File: config.mk
export PLATFORM = sky130hd
export DESIGN_NAME = edge_delay_meter
export DESIGN_NICKNAME = d
export VERILOG_FILES = /design/src/rtl/edge_delay_meter.sv
export SDC_FILE = /design/constraint.sdc
export NUM_CORES = 1
export LEC_CHECK = 0
export BUFFER_PORTS_ARGS = -buffer_cell sky130_fd_sc_hd__buf_2
export CORE_ASPECT_RATIO = 0.8
export CORE_MARGIN = 1
export CORE_UTILIZATION = 55
export DETAILED_ROUTE_END_ITERATION = 8
export MAX_ROUTING_LAYER = met4
export PLACE_DENSITY = 0.71
export SYNTH_ARGS = -nofsm -noshare
export SYNTH_HDL_FRONTEND = slang
export SYNTH_SLANG_ARGS = --single-unit
File: constraint.sdc
create_clock -name clock -period 2.75 [get_ports clock]
set_clock_uncertainty 0.05 [all_clocks]
set_input_delay 0.6875 -clock clock [delete_from_list [all_inputs] [get_ports clock]]
set_output_delay 0.6875 -clock clock [all_outputs]
set_load 0.02 [all_outputs]
File: src/rtl/edge_delay_meter.sv
// Measures start->stop rising-edge delay in cycles; result one cycle after the stop edge,
// window stats one cycle later. No backpressure: pulses are one cycle, outputs hold.
module edge_delay_meter #(
  parameter int COUNTER_WIDTH  = 16,
  parameter int TIMEOUT_CYCLES = 1000,
  parameter int LOG2_AVERAGE   = 3
) (
  input  logic                     clock,
  input  logic                     reset,
  input  logic                     start,
  input  logic                     stop,
  output logic                     busy,
  output logic [COUNTER_WIDTH-1:0] measurement,
  output logic                     measurement_valid,
  output logic                     timeout,
  output logic [COUNTER_WIDTH-1:0] average,
  output logic [COUNTER_WIDTH-1:0] minimum,
  output logic [COUNTER_WIDTH-1:0] maximum,
  output logic                     average_valid
);

  localparam int SUM_WIDTH = COUNTER_WIDTH + LOG2_AVERAGE;
  localparam logic [COUNTER_WIDTH-1:0] TIMEOUT_VAL = COUNTER_WIDTH'(TIMEOUT_CYCLES);
  localparam logic [LOG2_AVERAGE:0]    LAST_IDX    = (LOG2_AVERAGE+1)'((1 << LOG2_AVERAGE) - 1);

  typedef enum logic {IDLE, COUNTING} state_t;

  state_t                   state;
  logic                     start_d, stop_d;
  logic                     start_edge, stop_edge;
  logic [COUNTER_WIDTH-1:0] counter;
  logic [SUM_WIDTH-1:0]     sum;
  logic [SUM_WIDTH-1:0]     sum_next;
  logic [LOG2_AVERAGE:0]    count;
  logic [COUNTER_WIDTH-1:0] run_min, run_max;
  logic [COUNTER_WIDTH-1:0] min_next, max_next;
  logic                     last_sample;

  assign start_edge  = start & ~start_d;
  assign stop_edge   = stop & ~stop_d;

  // Window arithmetic folds in the sample being presented this cycle.
  assign sum_next    = sum + SUM_WIDTH'(measurement);
  assign min_next    = (measurement < run_min) ? measurement : run_min;
  assign max_next    = (measurement > run_max) ? measurement : run_max;
  assign last_sample = (count == LAST_IDX);

  always_ff @(posedge clock) begin
    if (reset) begin
      // Loading the live inputs keeps a level held through reset from looking like an edge.
      start_d           <= start;
      stop_d            <= stop;
      state             <= IDLE;
      counter           <= '0;
      busy              <= 1'b0;
      measurement       <= '0;
      measurement_valid <= 1'b0;
      timeout           <= 1'b0;
      average           <= '0;
      minimum           <= '0;
      maximum           <= '0;
      average_valid     <= 1'b0;
      sum               <= '0;
      count             <= '0;
      run_min           <= '1;
      run_max           <= '0;
    end else begin
      start_d           <= start;
      stop_d            <= stop;
      measurement_valid <= 1'b0;
      timeout           <= 1'b0;
      average_valid     <= 1'b0;

      case (state)
        IDLE: begin
          if (start_edge && stop_edge) begin
            measurement       <= '0;
            measurement_valid <= 1'b1;
          end else if (start_edge) begin
            counter <= COUNTER_WIDTH'(1);
            busy    <= 1'b1;
            state   <= COUNTING;
          end
        end
        COUNTING: begin
          // A stop on the timeout edge still counts as a valid measurement.
          if (stop_edge) begin
            measurement       <= counter;
            measurement_valid <= 1'b1;
            busy              <= 1'b0;
            state             <= IDLE;
          end else if (counter == TIMEOUT_VAL) begin
            timeout <= 1'b1;
            busy    <= 1'b0;
            state   <= IDLE;
          end else begin
            counter <= counter + COUNTER_WIDTH'(1);
          end
        end
        default: state <= IDLE;
      endcase

      if (measurement_valid) begin
        if (last_sample) begin
          average       <= COUNTER_WIDTH'(sum_next >> LOG2_AVERAGE);
          minimum       <= min_next;
          maximum       <= max_next;
          average_valid <= 1'b1;
          sum           <= '0;
          count         <= '0;
          run_min       <= '1;
          run_max       <= '0;
        end else begin
          sum     <= sum_next;
          count   <= count + (LOG2_AVERAGE+1)'(1);
          run_min <= min_next;
          run_max <= max_next;
        end
      end
    end
  end

endmodule

==> impl_metrics.yaml, run 1 <==
yosys:
  synth_area_leaders: "dfxtp_1, ha_1, nor2_1"
  syn_inst: 830
  synth_async_sr_flop_share_pct: 0
  synth_seq_cells: 142
  synth_edf_count: 0
  synth_nets: 885
  synth_ff_type: "dfxtp_1"
  avgSynthCellArea_um2: 8.58
  yosysTopAreaCellShare_pct: 39.9
  yosys_warnings: 0
  seq_area_frac_synth_pct: 39.9
  yosysUniqueCellTypes: 56
  yosys.area.top_type: "dfxtp_1"
  syn-cell-area_um2: 7120
job:
  drv_cap: 0
grt:
  antenna_found_initial: 0
  grt_pass1_wl_um: 31400
  grt_overflow: 0
  grt_max_degree: 71
  grt_usage_pct: 30.9
  first_global_vias: 6173
critical_path:
  crit_fanout: 6
  worstSetupPathType: "reg -> reg"
  worstPathArrival_ns: 2.94
  cp.required_ns: 3.02
  rrSetupSlack_ns: 0.08
  worstSetupStartpointType: "flop"
  end_kind: "flop"
clock_network:
  insertion_delay_ns: 0.42
  cts_buffer_depth: 2
  clkSlewWorstSetupHoldPaths_ns: 0.06
  cts_num_sinks: 142
  root_buffer: "clkbuf_16"
  numCtsBuffers: 17
  cts-hold-fix-buffers: 0
  cts_tree: "done"
  htree_levels: 4
place:
  dp_hpwl_um: 13300
  dpl_worst_slack_ns: -0.106
  gp_congestion: 0.906
  port_buffers: 71
  place_area_um2: 7790
finish:
  antenna_cells: 0
  syn_to_final_growth_pct: 19.8
  final_area_um2: 8530
  nets: 962
  final_layout_size_suffix_gt1_share_pct: 19.7
  layout_commonest_cell: "nor2_1"
  layout_common_cells: "nor2_1, dfxtp_1, buf_2"
routing:
  dr_total_vias: 6547
  dr.pass1.iters: 6
  drtAntennaViolNets: 0
  viasPerCell: 6.00
  first_iter_violations: 536
  routed_wl_um: 19500
  wl_per_cell_um: 17.9
  drc: 0
pwr:
  combPwrFrac_pct: 4.3
  internal_power_mw: 3.72
  power_frac_clock_pct: 51.8
  powerDensity_nw_per_um2: 563
  pwr-share-seq_pct: 43.8
  swShare_pct: 22.5
  irDropWorstVdd_mv: 0.417
  leakage_nw: 3.66
  p_switching_mw: 1.08
timing:
  fin_crit_ns: 2.67
  max_freq_mhz: 375
  max_slew_margin_pct: 38.5
  final_hold_viol_count: 0
  worst_slew_pin_slew_ns: 0.919
  setup_viol: 0
  final.setup.worst_slack_ns: 0.0837
  setup-tns-final_ns: 0
  drv_slew: 0
  fin_crit_sh_pct: 97.0
die:
  die_y_um: 104
  initial_core_util_pct: 57.5
  io-pin-count: 72
  fp.dieW_um: 129
  coreArea_um2: 12400
  die_area_um2: 13400
  fp-row-count: 36
worst_hold_path:
  min_path_type: "in -> reg"
run_status:
  status: "complete, no violations"
## through the flow
stage	power, mW	utilization, %	hold slack (ns)	instances
global route	4.93	68.9	0.316	1091
detailed placement	2.35	62.9	0.399	1055
floorplan	2.29	-	0.396	830
finish	4.80	68.9	0.326	1091
CTS	4.82	68.1	0.315	1087
global placement	2.35	62.9	0.394	1055
## critical path, stage by stage, from the launching register on
cell       delay (ns)
dfxtp_1          0.36
inv_2            0.08
ha_1             0.32
a21o_1           0.23
a22o_1           0.24
a311o_1          0.32
a211oi_4         0.30
buf_6            0.17
buf_2            0.17
nor3_1           0.08
a2111oi_2        0.26
## state kept, by name, summed over array words and instances (netlist names)
name               flops
average               16
average_valid          1
busy                   1
count                  4
counter               16
maximum               16
measurement           16
measurement_valid      1
minimum               16
run_max               16
run_min               16
start_d                1
state                  1
stop_d                 1
sum                   19
timeout                1
## cells in the mapped netlist (5+ instances only)
| library cell | instances |
|---|---|
| nand3_1 | 11 |
| o21ai_0 | 17 |
| a22o_1 | 11 |
| a32oi_1 | 17 |
| nand4_1 | 16 |
| inv_1 | 42 |
| dfxtp_1 | 142 |
| a211oi_1 | 18 |
| buf_1 | 5 |
| or3_1 | 5 |
| nor2b_1 | 7 |
| nor3_1 | 21 |
| a22oi_1 | 22 |
| buf_2 | 8 |
| a2111oi_2 | 14 |
| nor4_2 | 12 |
| nand2b_1 | 7 |
| xor2_1 | 16 |
| a31oi_1 | 18 |
| ha_1 | 50 |
| a21oi_1 | 61 |
| xnor2_1 | 10 |
| nor2_1 | 150 |
| clkbuf_1 | 40 |
| a21o_1 | 6 |
| nand2_1 | 44 |
## layer usage
layer  wire length (µm)  GRT usage, %  part of all wire, %  vias up
met5                  0             -                    0        -
met4                333          11.1                  1.7        0
met3               1480          5.63                  7.6       33
met2               8970          47.0                   46      232
met1               8710          41.0                   45     3140
li1                   -             -                    -     3142
## logic make-up (layout without fill, tap and decap cells)
kind of cell | after synthesis | count (layout) | synth area share (%)
AO/OA/AOI/OAI | 217 | 217 | 22.2
XOR/XNOR | 26 | 26 | 3.20
adder cells (fa/ha/maj) | 51 | 51 | 9.07
buffers and inverters | 99 | 189 | 5.67
flip-flops | 142 | 142 | 39.9
multiplexers | 2 | 2 | 0.281
AND/OR/NAND/NOR | 293 | 293 | 19.7
## path summary, 6_finish.rpt
kind	from	end	cells past startpoint
setup / recovery	run_min[6]$_SDFFE_PP1P_	minimum[13]$_SDFFE_PP0P_	10
hold / removal	start	start_d$_DFF_P_	1
setup reg to reg	run_min[6]$_SDFFE_PP1P_	minimum[13]$_SDFFE_PP0P_	10
hold reg to reg	average[6]$_SDFFE_PP0P_	average[6]$_SDFFE_PP0P_	2
## cell type report
| class | instances | area [µm²] |
|---|---|---|
| Clock buffer | 20 | 457 |
| Clock inverter | 12 | 183 |
| Fill cell | 980 | 3860 |
| Inverter | 42 | 158 |
| Multi-Input combinational cell | 589 | 3910 |
| Sequential cell | 142 | 2840 |
| Tap cell | 171 | 214 |
| Timing Repair Buffer | 115 | 761 |
## power by group through the flow
stage	clock network, mW	logic, mW	registers, mW
after floorplan	0	0.123	2.17
after global placement	0	0.197	2.15
after detailed placement	0	0.202	2.15
after CTS	2.51	0.204	2.10
after global routing	2.60	0.227	2.11
final	2.49	0.208	2.10
## repair_timing
item,CTS,global route
resized for setup,3,14
endpoints found under the setup margin,18,53
pin swaps,0,6
setup buffers,0,3
gates cloned,0,1
Power figures use the tool's default switching activity.
==> run 2, diff against run 1 <==
- GPL_TIMING_DRIVEN: default -> 0
- SETUP_SLACK_MARGIN: default -> 0.4
==> impl_metrics.yaml, run 2 (same netlist as run 1, synthesis figures left out) <==
run_status:
  status: "complete, no violations"
routing:
  viasPerCell: 6.35
  drc: 0
  drtAntennaViolNets: 0
  routed_wl_um: 25000
  dr_total_vias: 7378
  dr.pass1.iters: 7
  wl_per_cell_um: 21.5
  first_iter_violations: 936
die:
  die_y_um: 104
  die_area_um2: 13400
  fp.dieW_um: 129
  coreArea_um2: 12400
  fp-row-count: 36
  io-pin-count: 72
  initial_core_util_pct: 57.5
critical_path:
  worstSetupPathType: "reg -> reg"
  cp.required_ns: 2.99
  crit_fanout: 6
  end_kind: "flop"
  worstSetupStartpointType: "flop"
  worstPathArrival_ns: 2.87
clock_network:
  insertion_delay_ns: 0.43
  cts-hold-fix-buffers: 0
  cts_num_sinks: 142
  root_buffer: "clkbuf_16"
  cts_buffer_depth: 2
  cts_tree: "done"
  clkSlewWorstSetupHoldPaths_ns: 0.06
  htree_levels: 4
  numCtsBuffers: 17
finish:
  fin_util_pct: 78.5
  layout_common_cells: "nor2_1, dfxtp_1, buf_2"
  layout_commonest_cell: "nor2_1"
  antenna_cells: 0
  fill_cells: 739
  register_area_um2: 2920
  nets: 1033
  syn_to_final_growth_pct: 36.5
  largest_register_ffs: 19
  top_register: "sum"
  multi_input_area_um2: 4560
  final_layout_size_suffix_gt1_share_pct: 34.5
timing:
  final_hold_viol_count: 0
  fin_crit_ns: 2.63
  setup-tns-final_ns: 0
  setup_viol: 0
  drv_slew: 0
  fin_crit_sh_pct: 95.6
  rsz0062_at_grt: "true"
  max_slew_margin_pct: 38.0
  worst_slew_pin_slew_ns: 0.930
  max_freq_mhz: 381
grt:
  grt_usage_pct: 36.6
  first_global_vias: 6867
  antenna_found_initial: 0
  grt_pass1_wl_um: 36400
  grt_max_degree: 17
  grt_overflow: 0
pwr:
  powerDensity_nw_per_um2: 507
  power.total_mw: 4.93
  leakage_nw: 4.07
  irDropWorstVdd_mv: 0.525
place:
  gp_congestion: 0.923
  dp_hpwl_um: 13900
  port_buffers: 71
job:
  drv_cap: 0
worst_hold_path:
  min_path_type: "in -> reg"
==> run 2: cell types whose count changed in the layout (fill, tap and decap cells not counted), sizes merged <==
cell,delta
clkbuf,+37
buf,+36
clkinvlp,-2
inv,-2
bufinv,+1
clkinv,+1
==> run 2: worst max-delay path, cell delays in order (launching register included) <==
cell and delay, ns:
dfxtp_2 0.36, inv_2 0.06, ha_4 0.27, nand4_1 0.20, nor4_4 0.33, a21boi_2 0.20
o41a_1 0.27, buf_4 0.16, o21ai_4 0.08, buf_6 0.17, a32oi_1 0.23, nor2_1 0.10
==> run 2: stage by stage <==
| stage | hold slack (ns) | setup slack [ns] | std cells | instance area (µm²) |
|---|---|---|---|---|
| final | 0.327 | 0.122 | 1162 | 9720 |
| after global routing | 0.323 | 0.0933 | 1162 | 9720 |
| after CTS | 0.319 | 0.293 | 1148 | 9200 |
| after detailed placement | 0.400 | 0.0316 | 1072 | 7720 |
| after global placement | 0.392 | 0.0677 | 1072 | 7720 |
| after floorplan | 0.396 | 0.404 | 830 | 7150 |
==> run 2: cell type report <==
class	instances	area share, %
Multi-Input combinational cell	589	46.9
Sequential cell	142	30.0
Clock inverter	10	1.90
Inverter	42	1.62
Clock buffer	22	4.88
Buffer	57	3.63
Tap cell	171	2.20
Timing Repair Buffer	129	8.85
==> run 2: path summary, 6_finish.rpt <==
path	start	end	slack (ns)	cells after the start
hold / removal	start	start_d$_DFF_P_	0.33	1
hold reg to reg	average[11]$_SDFFE_PP0P_	average[11]$_SDFFE_PP0P_	0.41	2
setup / recovery	run_max[11]$_SDFFE_PP0P_	run_max[0]$_SDFFE_PP0P_	0.12	11
setup reg to reg	run_max[11]$_SDFFE_PP0P_	run_max[0]$_SDFFE_PP0P_	0.12	11
==> run 2: repair_timing <==
item	CTS	global route
pin swaps	24	36
gates resized for setup	103	121
setup buffers	42	14
hold endpoints to repair	0	0
gates cloned	2	0
endpoints found under the setup margin	88	85
==> run 2: per-layer routing <==
metal,share of wire [%],global-route usage (%)
met5,0,-
met4,3.7,13.1
met3,10,8.63
met2,46,55.7
met1,40,47.1
==> run 2: power breakdown <==
group          internal (mW)  switching (mW)
clock                   1.68           0.912
combinational         0.0714           0.172
sequential              2.07          0.0186
